<file path="src/rtl/register_file_multiport.sv">
// Multi-read, dual-write register file with a per-register pending-write scoreboard.
// Define REGFILE_BYPASS_EN to forward same-cycle write data to the read ports.
module register_file_multiport #(
   parameter int DATA_WIDTH = 32,
   parameter int REG_COUNT  = 32,
   parameter int READ_PORTS = 2,
   parameter int ZERO_REG   = 1,
   localparam int AW = $clog2(REG_COUNT),
   localparam int CW = $clog2(REG_COUNT + 1)
) (
   input  logic                             clk,
   input  logic                             resetN,
   input  logic [READ_PORTS*AW-1:0]         readIndex,
   output logic [READ_PORTS*DATA_WIDTH-1:0] readData,
   output logic [READ_PORTS-1:0]            readPending,
   input  logic [1:0]                       writeEnable,
   input  logic [2*AW-1:0]                  writeIndex,
   input  logic [2*DATA_WIDTH-1:0]          writeData,
   input  logic                             reserveEnable,
   input  logic [AW-1:0]                    reserveIndex,
   output logic [CW-1:0]                    pendingCount
);

   logic [DATA_WIDTH-1:0] regs [REG_COUNT];
   logic [REG_COUNT-1:0]  pend;
   logic [REG_COUNT-1:0]  pend_next;
   logic [CW-1:0]         count_next;

   logic [AW-1:0]         wr_idx [2];
   logic [DATA_WIDTH-1:0] wr_data [2];
   logic [1:0]            wr_ok;
   logic                  res_ok;
   logic [AW-1:0]         rd_idx [READ_PORTS];

   // Writes and reservations aimed at a hardwired zero register are dropped up front.
   always_comb begin
      for (int l = 0; l < 2; l++) begin
         wr_idx[l]  = writeIndex[l*AW +: AW];
         wr_data[l] = writeData[l*DATA_WIDTH +: DATA_WIDTH];
         wr_ok[l]   = writeEnable[l] && !((ZERO_REG != 0) && (wr_idx[l] == '0));
      end
      res_ok = reserveEnable && !((ZERO_REG != 0) && (reserveIndex == '0));
   end

   // A reservation marks a newer producer, so it beats a retiring write to the same register.
   always_comb begin
      pend_next = pend;
      for (int i = 0; i < REG_COUNT; i++) begin
         if (res_ok && (reserveIndex == AW'(i))) begin
            pend_next[i] = 1'b1;
         end else if ((wr_ok[0] && (wr_idx[0] == AW'(i))) ||
                      (wr_ok[1] && (wr_idx[1] == AW'(i)))) begin
            pend_next[i] = 1'b0;
         end
      end
   end

   always_comb begin
      count_next = '0;
      for (int i = 0; i < REG_COUNT; i++) begin
         count_next = count_next + CW'(pend_next[i]);
      end
   end

   // Lane 1 is assigned last so it wins a same-index collision.
   always_ff @(posedge clk or negedge resetN) begin
      if (!resetN) begin
         for (int i = 0; i < REG_COUNT; i++) begin
            regs[i] <= '0;
         end
      end else begin
         if (wr_ok[0]) regs[wr_idx[0]] <= wr_data[0];
         if (wr_ok[1]) regs[wr_idx[1]] <= wr_data[1];
      end
   end

   always_ff @(posedge clk or negedge resetN) begin
      if (!resetN) begin
         pend         <= '0;
         pendingCount <= '0;
      end else begin
         pend         <= pend_next;
         pendingCount <= count_next;
      end
   end

   always_comb begin
      readData    = '0;
      readPending = '0;
      for (int p = 0; p < READ_PORTS; p++) begin
         rd_idx[p] = readIndex[p*AW +: AW];
         readData[p*DATA_WIDTH +: DATA_WIDTH] = regs[rd_idx[p]];
         readPending[p] = pend[rd_idx[p]];
`ifdef REGFILE_BYPASS_EN
         if (wr_ok[1] && (wr_idx[1] == rd_idx[p])) begin
            readData[p*DATA_WIDTH +: DATA_WIDTH] = wr_data[1];
            readPending[p] = res_ok && (reserveIndex == rd_idx[p]);
         end else if (wr_ok[0] && (wr_idx[0] == rd_idx[p])) begin
            readData[p*DATA_WIDTH +: DATA_WIDTH] = wr_data[0];
            readPending[p] = res_ok && (reserveIndex == rd_idx[p]);
         end
`endif
         if (((ZERO_REG != 0) && (rd_idx[p] == '0)) || !resetN) begin
            readData[p*DATA_WIDTH +: DATA_WIDTH] = '0;
            readPending[p] = 1'b0;
         end
      end
   end

endmodule

</file>
<file path="config.mk">
export PLATFORM = sky130hd
export DESIGN_NAME = register_file_multiport
export DESIGN_NICKNAME = d
export VERILOG_FILES = /design/src/rtl/register_file_multiport.sv
export SDC_FILE = /design/constraint.sdc
export NUM_CORES = 2
export LEC_CHECK = 0
export ABC_AREA = 0
export BUFFER_PORTS_ARGS = -buffer_cell sky130_fd_sc_hd__buf_4
export CORE_ASPECT_RATIO = 1.25
export CORE_MARGIN = 1
export CORE_UTILIZATION = 40
export DETAILED_ROUTE_END_ITERATION = 8
export SYNTH_ARGS = -nofsm -noshare
export SYNTH_HDL_FRONTEND = slang
export SYNTH_SLANG_ARGS = --single-unit
</file>
<file path="constraint.sdc">
create_clock -name clk -period 4.6 [get_ports clk]
set_clock_uncertainty 0.1 [all_clocks]
set_input_delay 0.23 -clock clk [delete_from_list [all_inputs] [get_ports clk]]
set_output_delay 0.23 -clock clk [all_outputs]
set_load 0.01 [all_outputs]
</file>
# --- After elaboration in Yosys (flattened, before gate mapping) ---
# Cells that the tools add are included.
totals:
  regBits: 1062
  in_bits: 94
  output_inout_bits: 72
  elab_cells: 400
classes:
  add_sub_neg: 31
  order_cmp: 8
  eq_ne: 93
  n_mux: 86
  n_bitwise: 4
  n_reduce_logical: 144
op_table:
  columns: ["operator", "count"]
  rows:
  - ["bitwise mux 1024 bit", 2]
  - ["two-way mux 1024 bit", 2]
  - ["binary-select mux 32 bit (select 5 bit)", 2]
  - ["demux 32 bit (select 5 bit)", 2]
  - ["two-way mux 32 bit", 8]
  - ["== test 5 bit, second input constant", 48]
  - ["adder 6 x 1 -> 6 bit", 26]
  - ["== test 5 x 4 -> 1 bit, second input constant", 24]
  - ["logical AND 1 bit", 101]
  - ["two-way mux 1 bit", 68]
  - ["== test 5 x 3 -> 1 bit, second input constant", 12]
  - ["logical OR 1 bit", 34]
  - ["== test 5 x 2 -> 1 bit, second input constant", 6]
  - ["zero test 5 bit", 5]
  - [">= comparator 6 bit, second input constant", 4]
  - ["NOT 5 -> 6 bit", 4]
  - ["== test 5 x 1 -> 1 bit, second input constant", 3]
  - ["< comparator 5 x 6 -> 1 bit, second input constant", 2]
  - ["< comparator 6 x 1 -> 1 bit, second input constant", 2]
  - ["binary-select mux 1 bit (select 5 bit)", 2]
  - ["adder 5 x 1 -> 6 bit", 1]
  - ["adder 4 x 1 -> 5 bit", 1]
  - ["adder 3 x 1 -> 4 bit", 1]
  - ["zero test 1 bit", 4]
  - ["other kinds (2)", 2]

# --- Logic depth before layout (Yosys ltp) ---
logic_depth:
  ltp_word: 38
  ltp_mapped: 22
  depth_no_buf: 19

# --- Worst setup path after synthesis ---
# Ideal clock, no wire load.
synth_timing:
  path_type: "input to register"
  start: "input writeIndex[2]"
  end: "register pendingCount[4]"
  setup_time_ps: 80
  arrival_ps: 5540
  required_time_ps: 4420
  path_slack_ps: -1119
  path_stages: 22
  path_buffers: 3
  cell_sequence: "buf_4 and3b_1 and3_1 buf_2 buf_4 nor2_1 a22o_1 fa_1 inv_1 fa_1 fa_1 inv_1 fa_1 fa_1 inv_1 fa_1 inv_1 ha_1 fa_1 a21o_1 a21oi_1 xnor2_1"
synth_via:
  word_cells_on_any_way: 193
  classes_between: "add/sub: 31; eq/ne: 31; mux: 64; reduce/logical: 67"
synth_lines:
  columns: ["item", "line", "text"]
  rows:
  - ["start: declaration", "17", "input logic [2*AW-1:0] writeIndex,"]
  - ["zero test 5 bit", "40", "wr_ok[l] = writeEnable[l] && !((ZERO_REG != 0) && (wr_idx[l] == '0));"]
  - ["zero test 1 bit", "40", null]
  - ["logical AND 1 bit", "40", null]
  - ["logical AND 1 bit *", "51", "end else if ((wr_ok[0] && (wr_idx[0] == AW'(i))) ||"]
  - ["logical OR 1 bit *", "51", null]
  - ["two-way mux 1 bit *", "51", null]
  - ["two-way mux 1 bit *", "49", "if (res_ok && (reserveIndex == AW'(i))) begin"]
  - ["via pend_next[17]", "26", "logic [REG_COUNT-1:0] pend_next;"]
  - ["adder 6 x 1 -> 6 bit * (15 in series)", "61", "count_next = count_next + CW'(pend_next[i]);"]
  - ["via count_next[4]", "27", "logic [CW-1:0] count_next;"]
  - ["end signal: assignment", "83", "pendingCount <= count_next;"]
  - ["end: declaration", "21", "output logic [CW-1:0] pendingCount"]
# The timed path passes the listed nets; every way through them passes the cells marked *.

# --- Worst setup path in the final report ---
layout_timing:
  start: "register pend[13]"
  end: "register pendingCount[4]"
layout_via:
  elab_chain_cells: 21
layout_rtl:
  columns: ["item", "line", "text"]
  rows:
  - ["start: declaration", "25", "logic [REG_COUNT-1:0] pend;"]
  - ["start signal: assignment", "82", "pend <= pend_next;"]
  - ["two-way mux 1 bit", "51", null]
  - ["two-way mux 1 bit", "49", null]
  - ["adder 6 x 1 -> 6 bit (19 in series)", "61", null]
  - ["via count_next[4]", "27", null]
# The timed path passes the listed nets, and every way through them passes these cells.

==> qor.txt <==
Status = finished with violations
Failing checks = negative setup slack
Lkg Pwr = 0.0331 uW
Crit path kind = register to register
Distinct cell type count after synthesis = 64
Cell Rows = 167
Syn nets = 6,737
Period utilization = 1.07
CTS clk-pin slew, worst paths = 0.06 ns
Setup WS pre-CTS = -1.03 ns
Mapped cell area = 0.0668 sq mm
Top post-synthesis cells by count = dfrtp_1 (1,062), mux2i_1 (1,033), nand2_1 (995)
Number of flops mapped to enable cells by yosys = 0
Yosys top cell by area = dfrtp_1
Final min period = 4.93 ns
CTS tree = built
Drt initial violations = 8,946
First-pass GRT wire length = 422,000 um
Clk root buf = clkbuf_16
Die height = 459 um
Final #Nets = 6,625
Register bit total from synthesis = 1,062
Final WS setup = -0.326 ns
Worst Path Required = 5.19 ns
CP max FO = 2
Inserted Clock Buffers = 111
Setup TNS = -1.09 ns
Slowest CP cell = fa_2
Fillcell total = 15,400
Drt via density = 6.65
Placer Congestion = 0.943
Pins Over Slew Limit = 0
Area Growth Syn to Fin = 12.2%
Area after DPL = 0.0701 sq mm
Final setup vio count = 5
Residual DRC = 0
Register area = 0.0266 sq mm
Dpl hpwl = 169,000 um
Max_slew headroom = 0.0655
Count of final hold-check violations = 0
RSZ-0062 raised after global routing = true
Max IR drop VDD = 1020 uV
Worst Path Arrival = 5.52 ns
Remaining Overflow, GRT = 0
Post-route ant nets = 0
Starting density of the core = 0.403
H-tree depth = 3
Reg-to-reg startpoint = pend[13]
Average cell area after synthesis = 10.1 sq um
Clock sinks = 1,062
Area of the multi-input gates = 0.0369 sq mm
Total wire length = 301,000 um
Worst Min Path Start = reserveIndex[0]
CP endpoint kind = register
Synth top area cells = dfrtp_1 (40%), mux2i_1 (15%), mux4_2 (13%)
Worst Hold Class = input pin to register
Crit path from = pend[13]
Number of antenna violations at the first check in global routing = 26
Main synth FF type = dfrtp_1
Core area = 0.166 sq mm
Total chip power = 34,600 uW
Area share of the largest cell type after synthesis = 0.398
Largest net degree at the start of global routing = 153
WP buf/inv = 3
Share of async-settable or async-resettable flops after synthesis = 1.00
Actual slew at the worst max-slew pin = 1.40 ns
Post-synthesis cell count = 6,612
Number of global-route vias before repair = 55,600
Die X-Extent = 368 um
Crit path largest cell delay = 0.58 ns
Die area = 0.169 sq mm
CTS max path bufs = 3
Via count = 58,400
Skew-Pair Late Insertion Delay = 0.77 ns
Drt pass-1 iters = 6
Crit path top cell by count = fa_1
Seq/Total Area, Yosys = 0.398
Pwr/cell area = 461 mW/mm^2
Startpoint type of the worst setup path = register
WL/cell = 34.2 um
IO buf count = 165
Worst path cell trace = nand2_1 > o21a_1 > fa_1 > fa_1 > inv_2 > fa_2 > fa_2 > fa_1 > inv_1 > fa_1 > inv_2 > ha_4 > fa_2 > a21o_1 > a21oi_2 > xnor2_1
Non-Filler Cell Area, Final = 0.0750 sq mm
Layout cell share with drive strength beyond 1 = 0.183
Gr usage total = 0.349
Ports = 166
Crit-path leading delay family = adder cells
Top-count cell post-synth = dfrtp_1
Yosys warns = 0
Highest clock rate = 203 MHz
Max_cap viols = 0
area by class of cell:
| type | count | area share |
|---|---|---|
| Tap cell | 2197 | 0.0367 |
| Timing Repair Buffer | 581 | 0.0661 |
| Clock buffer | 166 | 0.0436 |
| Sequential cell | 1062 | 0.354 |
| Clock inverter | 31 | 0.00479 |
| Antenna cell | 9 | 0.000300 |
| Multi-Input combinational cell | 4700 | 0.492 |
| Inverter | 44 | 0.00220 |
kinds of logic (layout without fill, tap and decap cells):
kind of cell,Yosys count,count (layout),synth area share
simple gates,1734,1734,0.106
mux,1477,1477,0.296
compound gates,1455,1455,0.133
flops,1062,1062,0.398
buf+inv,850,822,0.0590
fa+ha+maj,31,31,0.00850
xor+xnor,3,3,0.000393
other cells,0,9,0
worst reg2reg max path, cell delays in order (launching register included):
cell	delay [ns]
dfrtp_1	0.36
nand2_1	0.07
o21a_1	0.20
fa_1	0.53
fa_1	0.52
inv_2	0.04
fa_2	0.58
fa_2	0.43
fa_1	0.50
inv_1	0.05
fa_1	0.50
inv_2	0.05
ha_4	0.16
fa_2	0.34
a21o_1	0.17
a21oi_2	0.14
xnor2_1	0.13
placed cells by master (no fill, tap or decap), types with 33 or more instances in the layout:
cell and instances:
a21oi_1 369, a2bb2oi_1 33, a31oi_1 195, a32oi_1 133
buf_4 437, clkbuf_16 113, dfrtp_1 1062, dlygate4sd3_1 116
inv_1 38, mux2_2 51, mux2i_1 1033, mux4_2 393
nand2_1 968, nand3_1 52, nor2_1 526, o21ai_0 384
o21ai_1 108, o221ai_1 66, o22ai_1 48
final timing paths:
| path | endpoint | slack [ns] | depth (start not counted) |
|---|---|---|---|
| max reg2reg | pendingCount[4] | -0.33 | 16 |
| min reg2reg | regs[1003] | 0.30 | 0 |
| max | pendingCount[4] | -0.33 | 16 |
| min | pend[21] | 0.03 | 6 |
| min in group asynchronous | regs[287] | 0.07 | 3 |
| max in group asynchronous | regs[184] | 1.94 | 5 |
routing by layer:
| layer | vias up | global-route usage | share of wire |
|---|---|---|---|
| met1 | 29300 | 0.455 | 0.37 |
| met5 | - | 0 | 0.00052 |
| met3 | 1047 | 0.105 | 0.13 |
| li1 | 23800 | - | - |
| met4 | 26 | 0.225 | 0.073 |
| met2 | 4248 | 0.501 | 0.42 |
report_power, final:
group | switching (uW) | internal, uW | total (uW) | leakage [uW]
Clock | 4130 | 5260 | 9390 | 0.00178
Sequential | 2020 | 11800 | 13800 | 0.0131
Combinational | 5400 | 5970 | 11400 | 0.0183
registers in the layout, summed over array words and instances, names as in the netlist:
name,count
regs,1024
pendingCount,6
pend,32
stage by stage:
step	util	hold slack (ns)	instances
6_report	0.453	0.0293	8790
5_1_grt	0.452	0.0343	8786
4_1_cts	0.452	0.00181	8780
3_5_place_dp	0.423	0.0685	8465
3_3_place_gp	0.423	0.0702	8465
2_1_floorplan	-	-0.166	6612
timing repair:
action	in CTS	in global routing
buffers inserted	1	1
hold endpoints to repair	1114	0
pin swaps	4	5
setup endpoints to repair	5	5
hold buffers	117	0
resized for setup	3	6
Power figures use the tool's default switching activity.
